`src/rtl/axi_lite_mem_bridge.sv`:
```
// AXI4-Lite responder that turns each write or read into one native memory
// request, with one-entry AW/W/AR buffers, a bounded ack wait and read/write arbitration.
module axi_lite_mem_bridge #(
  parameter int ADDR_W  = 32,
  parameter int TIMEOUT = 15
) (
  input  logic              clk,
  input  logic              rst,
  input  logic [ADDR_W-1:0] S_AXI_AWADDR,
  input  logic              S_AXI_AWVALID,
  output logic              S_AXI_AWREADY,
  input  logic [31:0]       S_AXI_WDATA,
  input  logic [3:0]        S_AXI_WSTRB,
  input  logic              S_AXI_WVALID,
  output logic              S_AXI_WREADY,
  output logic [1:0]        S_AXI_BRESP,
  output logic              S_AXI_BVALID,
  input  logic              S_AXI_BREADY,
  input  logic [ADDR_W-1:0] S_AXI_ARADDR,
  input  logic              S_AXI_ARVALID,
  output logic              S_AXI_ARREADY,
  output logic [31:0]       S_AXI_RDATA,
  output logic [1:0]        S_AXI_RRESP,
  output logic              S_AXI_RVALID,
  input  logic              S_AXI_RREADY,
  output logic              mem_req,
  output logic              mem_we,
  output logic [ADDR_W-1:0] mem_addr,
  output logic [31:0]       mem_wdata,
  output logic [3:0]        mem_wstrb,
  input  logic              mem_ack,
  input  logic [31:0]       mem_rdata,
  input  logic              mem_err
);

  typedef enum logic [2:0] {IDLE, WR_REQ, WR_RESP, RD_REQ, RD_RESP} state_t;

  localparam logic [7:0]        TMO_LAST  = 8'(TIMEOUT - 1);
  localparam logic [ADDR_W-1:0] WORD_MASK = ~ADDR_W'(3);

  state_t            state_q, state_d;
  logic              aw_full, w_full, ar_full;
  logic [ADDR_W-1:0] aw_addr, ar_addr;
  logic [31:0]       w_data;
  logic [3:0]        w_strb;
  logic [7:0]        tmo_cnt;
  logic              last_rd;
  logic              grant_wr, grant_rd;
  logic              in_wr, wr_ready, rd_ready;
  logic              aw_hs, w_hs, ar_hs;
  logic              req_ack, req_tmo;

  assign in_wr    = (state_q == WR_REQ) || (state_q == WR_RESP);
  assign wr_ready = aw_full && w_full;
  assign rd_ready = ar_full;

  assign S_AXI_AWREADY = !rst && !aw_full && !in_wr;
  assign S_AXI_WREADY  = !rst && !w_full && !in_wr;
  assign S_AXI_ARREADY = !rst && !ar_full;
  assign S_AXI_BVALID  = !rst && (state_q == WR_RESP);
  assign S_AXI_RVALID  = !rst && (state_q == RD_RESP);

  assign aw_hs = S_AXI_AWVALID && S_AXI_AWREADY;
  assign w_hs  = S_AXI_WVALID && S_AXI_WREADY;
  assign ar_hs = S_AXI_ARVALID && S_AXI_ARREADY;

  // An ack on the last allowed cycle wins over the timeout.
  assign req_ack = mem_req && mem_ack;
  assign req_tmo = mem_req && !mem_ack && (tmo_cnt == TMO_LAST);

  always_ff @(posedge clk) begin
    if (rst) state_q <= IDLE;
    else     state_q <= state_d;
  end

  always_comb begin
    // NOTE: every signal gets a default first so no path leaves one unassigned (no latch).
    state_d  = state_q;
    grant_wr = 1'b0;
    grant_rd = 1'b0;
    unique case (state_q)
      IDLE: begin
        if (wr_ready && (!rd_ready || last_rd)) begin
          state_d  = WR_REQ;
          grant_wr = 1'b1;
        end else if (rd_ready) begin
          state_d  = RD_REQ;
          grant_rd = 1'b1;
        end
      end
      WR_REQ:  if (req_ack || req_tmo) state_d = WR_RESP;
      WR_RESP: if (S_AXI_BREADY)       state_d = IDLE;
      RD_REQ:  if (req_ack || req_tmo) state_d = RD_RESP;
      RD_RESP: if (S_AXI_RREADY)       state_d = IDLE;
      default: state_d = IDLE;
    endcase
  end

  // NOTE: all sequential state uses non-blocking assignments so every register
  // samples the pre-edge values regardless of statement order.
  always_ff @(posedge clk) begin
    if (rst) begin
      aw_full     <= 1'b0;
      w_full      <= 1'b0;
      ar_full     <= 1'b0;
      aw_addr     <= '0;
      ar_addr     <= '0;
      w_data      <= '0;
      w_strb      <= '0;
      tmo_cnt     <= '0;
      last_rd     <= 1'b1;
      mem_req     <= 1'b0;
      mem_we      <= 1'b0;
      mem_addr    <= '0;
      mem_wdata   <= '0;
      mem_wstrb   <= '0;
      S_AXI_BRESP <= 2'b00;
      S_AXI_RRESP <= 2'b00;
      S_AXI_RDATA <= '0;
    end else begin
      if (aw_hs) begin
        aw_full <= 1'b1;
        aw_addr <= S_AXI_AWADDR;
      end
      if (w_hs) begin
        w_full <= 1'b1;
        w_data <= S_AXI_WDATA;
        w_strb <= S_AXI_WSTRB;
      end
      if (ar_hs) begin
        ar_full <= 1'b1;
        ar_addr <= S_AXI_ARADDR;
      end

      // The fairness flag only moves when both types actually competed.
      if (wr_ready && rd_ready && (grant_wr || grant_rd)) last_rd <= grant_rd;

      if (grant_wr) begin
        mem_we    <= 1'b1;
        mem_addr  <= aw_addr & WORD_MASK;
        mem_wdata <= w_data;
        mem_wstrb <= w_strb;
        tmo_cnt   <= '0;
      end
      if (grant_rd) begin
        mem_we    <= 1'b0;
        mem_addr  <= ar_addr & WORD_MASK;
        mem_wdata <= '0;
        mem_wstrb <= '0;
        tmo_cnt   <= '0;
      end

      if ((state_q == WR_REQ) || (state_q == RD_REQ)) begin
        if (!mem_req) begin
          mem_req <= 1'b1;
        end else if (req_ack) begin
          mem_req <= 1'b0;
          if (state_q == WR_REQ) begin
            S_AXI_BRESP <= mem_err ? 2'b10 : 2'b00;
          end else begin
            S_AXI_RRESP <= mem_err ? 2'b10 : 2'b00;
            S_AXI_RDATA <= mem_rdata;
          end
        end else if (req_tmo) begin
          mem_req <= 1'b0;
          if (state_q == WR_REQ) begin
            S_AXI_BRESP <= 2'b10;
          end else begin
            S_AXI_RRESP <= 2'b10;
            S_AXI_RDATA <= '0;
          end
        end else begin
          tmo_cnt <= tmo_cnt + 8'd1;
        end
      end

      if ((state_q == WR_RESP) && S_AXI_BREADY) begin
        aw_full <= 1'b0;
        w_full  <= 1'b0;
      end
      if ((state_q == RD_RESP) && S_AXI_RREADY) ar_full <= 1'b0;
    end
  end

endmodule

```
`config.mk`:
```
export PLATFORM = sky130hd
export DESIGN_NAME = axi_lite_mem_bridge
export DESIGN_NICKNAME = d
export VERILOG_FILES = /design/src/rtl/axi_lite_mem_bridge.sv
export SDC_FILE = /design/constraint.sdc
export NUM_CORES = 1
export LEC_CHECK = 0
export ABC_CLOCK_PERIOD_IN_PS = 3700
export CORE_ASPECT_RATIO = 0.8
export CORE_MARGIN = 1.5
export CORE_UTILIZATION = 40
export CTS_BUF_LIST = sky130_fd_sc_hd__clkbuf_4 sky130_fd_sc_hd__clkbuf_8 sky130_fd_sc_hd__clkbuf_16
export CTS_CLUSTER_SIZE = 8
export DETAILED_ROUTE_END_ITERATION = 12
export PLACE_DENSITY = 0.74
export SKIP_CTS_REPAIR_TIMING = 1
export SLEW_MARGIN = 5
export SYNTH_ARGS = -nofsm -noshare
export SYNTH_HDL_FRONTEND = slang
export SYNTH_SLANG_ARGS = --single-unit
```
`constraint.sdc`:
```
create_clock -name clk -period 3.7 [get_ports clk]
set_input_delay 0.555 -clock clk [delete_from_list [all_inputs] [get_ports clk]]
set_output_delay 0.555 -clock clk [all_outputs]
set_load 0.01 [all_outputs]
```
# Word level (Yosys, flattened, before mapping)
# Cells that the tools add are included.
# Widths: inputs -> output; s select.
# totals
regBits,219
inputBits,141
out_inout_bits,111
elab_cells,105
# classes
addsub,1
n_eq_ne,10
muxes,36
n_bitwise,1
n_reduce_logical,39
# ops
op,n
$mux 32,6
$mux 8,6
$logic_and 1x1->1,19
$mux 2,9
$mux 3,6
$pmux 3 s5,1
$add 8x1->8 const B,1
$eq 8x4->1 const B,1
$mux 1,8
$reduce_and 4->1,2
$eq 3x2->1 const B,2
$logic_not 1->1,6
$ne 2x2->1 const B,3
$reduce_or 2->1,3
$logic_or 1x1->1,5
$reduce_and 5->1,1
$reduce_bool 2->1,2
$eq 3x1->1 const B,1
$eq 3x3->1 const B,1
$logic_not 3->1,1
$ne 3x3->1 const B,1
$ne 2x1->1 const B,1
$not 1->1,1

# Longest topological paths before layout
# depth
depth_word,11
depth_mapped,8
ltp_nobuf,6

# Least setup slack after synthesis
# OpenSTA, ideal clock, no wires.
# synth_path
path_type,in2out
startpoint,in rst
endpoint,out S_AXI_BVALID
arrival_time_ns,1.491
setup_slack_ns,1.654
stages,5
path_buffers,3
path_cell_list,clkbuf_1 > inv_1 > buf_2 > clkbuf_1 > and3_1
# synth_via
elab_chain_cells,2
# synth_rtl
item,line,source
from (decl),8,"input logic rst,"
$logic_not 1->1,60,assign S_AXI_BVALID = !rst && (state_q == WR_RESP);
$logic_and 1x1->1,60,
to (decl),17,"output logic S_AXI_BVALID,"
# Every way passes these cells.

# Final worst setup path
# layout_path
startpoint,reg state_q[2]
endpoint,out S_AXI_RVALID
# layout_via
elab_chain_cells,2
# layout_rtl
item,line,source
from (decl),41,"state_t state_q, state_d;"
from (signal assigned),73,else state_q <= state_d;
$eq 3x3->1,61,assign S_AXI_RVALID = !rst && (state_q == RD_RESP);
$logic_and 1x1->1,61,
to (decl),24,"output logic S_AXI_RVALID,"
# Every way passes these cells.

==> results.sh <==
export IMPL_outcome="complete, no violations"
export IMPL_worstPathMaxFanout=15
export IMPL_synth_top_area_cell="dfxtp_1"
export IMPL_peakVddDrop_mv=0.261
export IMPL_comb_power_share_pct=12.8
export IMPL_synth_edf_count=0
export IMPL_synth_seq_area_share_pct=54.8
export IMPL_async_reset_ff_share_pct=0
export IMPL_period_needed_ps=3040
export IMPL_hp_class="in2reg"
export IMPL_vias=7088
export IMPL_final_cell_mix="nand2_1, clkdlybuf4s50_1, dfxtp_1, a21oi_1, nor2_1"
export IMPL_cp_start_kind="flip-flop"
export IMPL_worst_slew_pin_slew_ps=1110
export IMPL_rows=45
export IMPL_dpl_hpwl_um=14100
export IMPL_timing_final_max_slew_violations=0
export IMPL_rsz0062_at_grt="false"
export IMPL_wirelength_um=22000
export IMPL_synth_cell_type_count=49
export IMPL_start_util_pct=40.9
export IMPL_worstSetupEndpointType="output pin"
export IMPL_fin_tns_setup_ps=0
export IMPL_netlist_instances=885
export IMPL_io_pins=252
export IMPL_finalNetCount=1245
export IMPL_power_share_sequential_pct=45.0
export IMPL_finalCritPeriodShare_pct=82.3
export IMPL_powerDensity_nw_per_um2=506
export IMPL_core_area_sq_um=19000
export IMPL_grt_use_total_pct=21.3
export IMPL_first_global_vias=6769
export IMPL_htreeDepth=1
export IMPL_dieWidth_um=159
export IMPL_grt_max_degree=65
export IMPL_overflow=0
export IMPL_dieArea_sq_um=20300
export IMPL_die_h_um=128
export IMPL_multiInputGateArea_sq_um=3100
export IMPL_hold_slack_ps=441
export IMPL_cts_root_buf="clkbuf_16"
export IMPL_ys_ff_latch=213
export IMPL_drc_errors=0
export IMPL_drive_gt1_share_pct=5.90
export IMPL_clk_pin_slew_ps=50
export IMPL_ys_warn_count=0
export IMPL_p_switching_uw=1400
export IMPL_p_total_uw=5590
export IMPL_regArea_sq_um=4260
export IMPL_cts_buffers_inserted=30
export IMPL_antenna_left=0
export IMPL_setup_viol=0
export IMPL_leakagePower_uw=0.00390
export IMPL_cap_violations=0
export IMPL_clkSinkCount=213
export IMPL_area_growth_pct=42.0
export IMPL_diodes=0
export IMPL_dr_pass1_iters=5
export IMPL_mostFrequentLayoutCell="nand2_1"
export IMPL_place_area_sq_um=10300
export IMPL_drt_first_iter_violations=457
export IMPL_max_freq_mhz=328
export IMPL_cts_buffer_depth=3
export IMPL_relSlewSlack_pct=25.8
export IMPL_timing_critical_path_required_ps=3140
export IMPL_nFillCells=1707
export IMPL_avgSynthCellArea_sq_um=8.79
export IMPL_critical_path_arrival_ps=2490
export IMPL_p_int_uw=4190
export IMPL_io_buffers=243
export IMPL_ys_flop_type="dfxtp_1"
export IMPL_gp_congestion=0.774
export IMPL_setup_worst_path_class="reg2out"
export IMPL_cts_tree="done"
export IMPL_grt_pass1_wl_um=35400
export IMPL_final_util_pct=58.0
export IMPL_swShare_pct=25.0
export IMPL_power_frac_clock_pct=42.1
export IMPL_antenna_found_initial=0
export IMPL_clock_skew_ps=13.4
export IMPL_hold_viol=0
export IMPL_design_area_sq_um=11000
export IMPL_netlist_area_sq_um=7770
export IMPL_worstSkewPairLatency_ps=530
export IMPL_synth_top_area_share_pct=54.8
export IMPL_wire_per_inst_um=16.2
export IMPL_synth_top_cells_by_area="dfxtp_1, nand2_1, a21oi_1, a222oi_1, a22o_1"
export IMPL_drt_vias_per_instance=5.21
-- worst paths after layout --
| kind | from | end | slack, ps | depth (start not counted) |
|---|---|---|---|---|
| setup / recovery | state_q[2]$_SDFFE_PP0P_ | S_AXI_RVALID | 660 | 3 |
| hold / removal | rst | last_rd$_SDFFE_PP1P_ | 440 | 3 |
| setup reg to reg | state_q[1]$_SDFFE_PP0P_ | aw_addr[23]$_SDFFE_PP0P_ | 1180 | 5 |
| hold reg to reg | w_data[0]$_SDFFE_PP0P_ | mem_wdata[0]$_SDFFE_PP0P_ | 440 | 2 |
-- cell usage after synthesis, drive strengths merged (2+ instances only) --
cell type and count:
a22o 32, a21oi 115, ha 2, buf 48, o21a 2, dfxtp 213, and2 2, o211a 2
and4b 2, nand2 274, inv 4, nand4 7, nand3 7, o211ai 3, or3 2, a21o 3
o21ai 32, nand2b 5, and3 3, and4 2, nor3 5, o31ai 2, nor2b 2, a222oi 30
nor2 38, a211oi 4, clkbuf 28, nor3b 2
-- kinds of logic (layout without fill, tap and decap cells) --
family	after synthesis	count (layout)	synth area share (%)
flip-flops	213	213	54.8
AND/OR/NAND/NOR	355	355	18.8
XOR/XNOR	2	2	0.467
adder cells (fa/ha/maj)	2	2	0.322
AO/OA/AOI/OAI	232	232	20.0
other	1	4	0.0482
buffers and inverters	80	294	5.46
-- power by group through the flow --
stage | Combinational [uW] | Sequential [uW] | Clock [uW]
6_report | 718 | 2520 | 2350
3_5_place_dp | 719 | 2560 | 0
5_1_grt | 793 | 2530 | 2500
4_1_cts | 724 | 2520 | 2410
2_1_floorplan | 445 | 2530 | 0
3_3_place_gp | 711 | 2560 | 0
-- through the flow --
stage / cells / worst slack (ps)
floorplan: 888 / 1650
global placement: 1328 / 1220
detailed placement: 1328 / 1210
CTS: 1360 / 623
global route: 1360 / 530
finish: 1360 / 655
-- per-layer routing --
metal	up-vias	part of all wire, %	track usage, %
met1	3311	45	28.6
li1	3462	-	-
met2	279	45	34.9
met3	36	7.4	4.56
met4	0	2.4	5.99
met5	-	0	0
-- sequential cells by signal (all words and copies together) (netlist names), 8 cells and up --
signal	cells
mem_wdata	32
S_AXI_RDATA	32
w_data	32
tmo_cnt	8
mem_addr	30
aw_addr	30
ar_addr	30
-- critical path, cell delays in order (launching register included) --
cell	delay [ps]
dfxtp_1	710
nor3b_1	510
and2_1	190
clkdlybuf4s50_1	560
-- final cells by class --
| cell class | instances | share of cell area, % |
|---|---|---|
| clock buffer | 31 | 7.03 |
| clock inverter | 1 | 0.0453 |
| inverter | 4 | 0.136 |
| multi-input combinational | 595 | 28.1 |
| sequential | 213 | 38.6 |
| tap | 258 | 2.92 |
| timing repair buffer | 258 | 23.1 |
(Power assumes the default switching activity.)
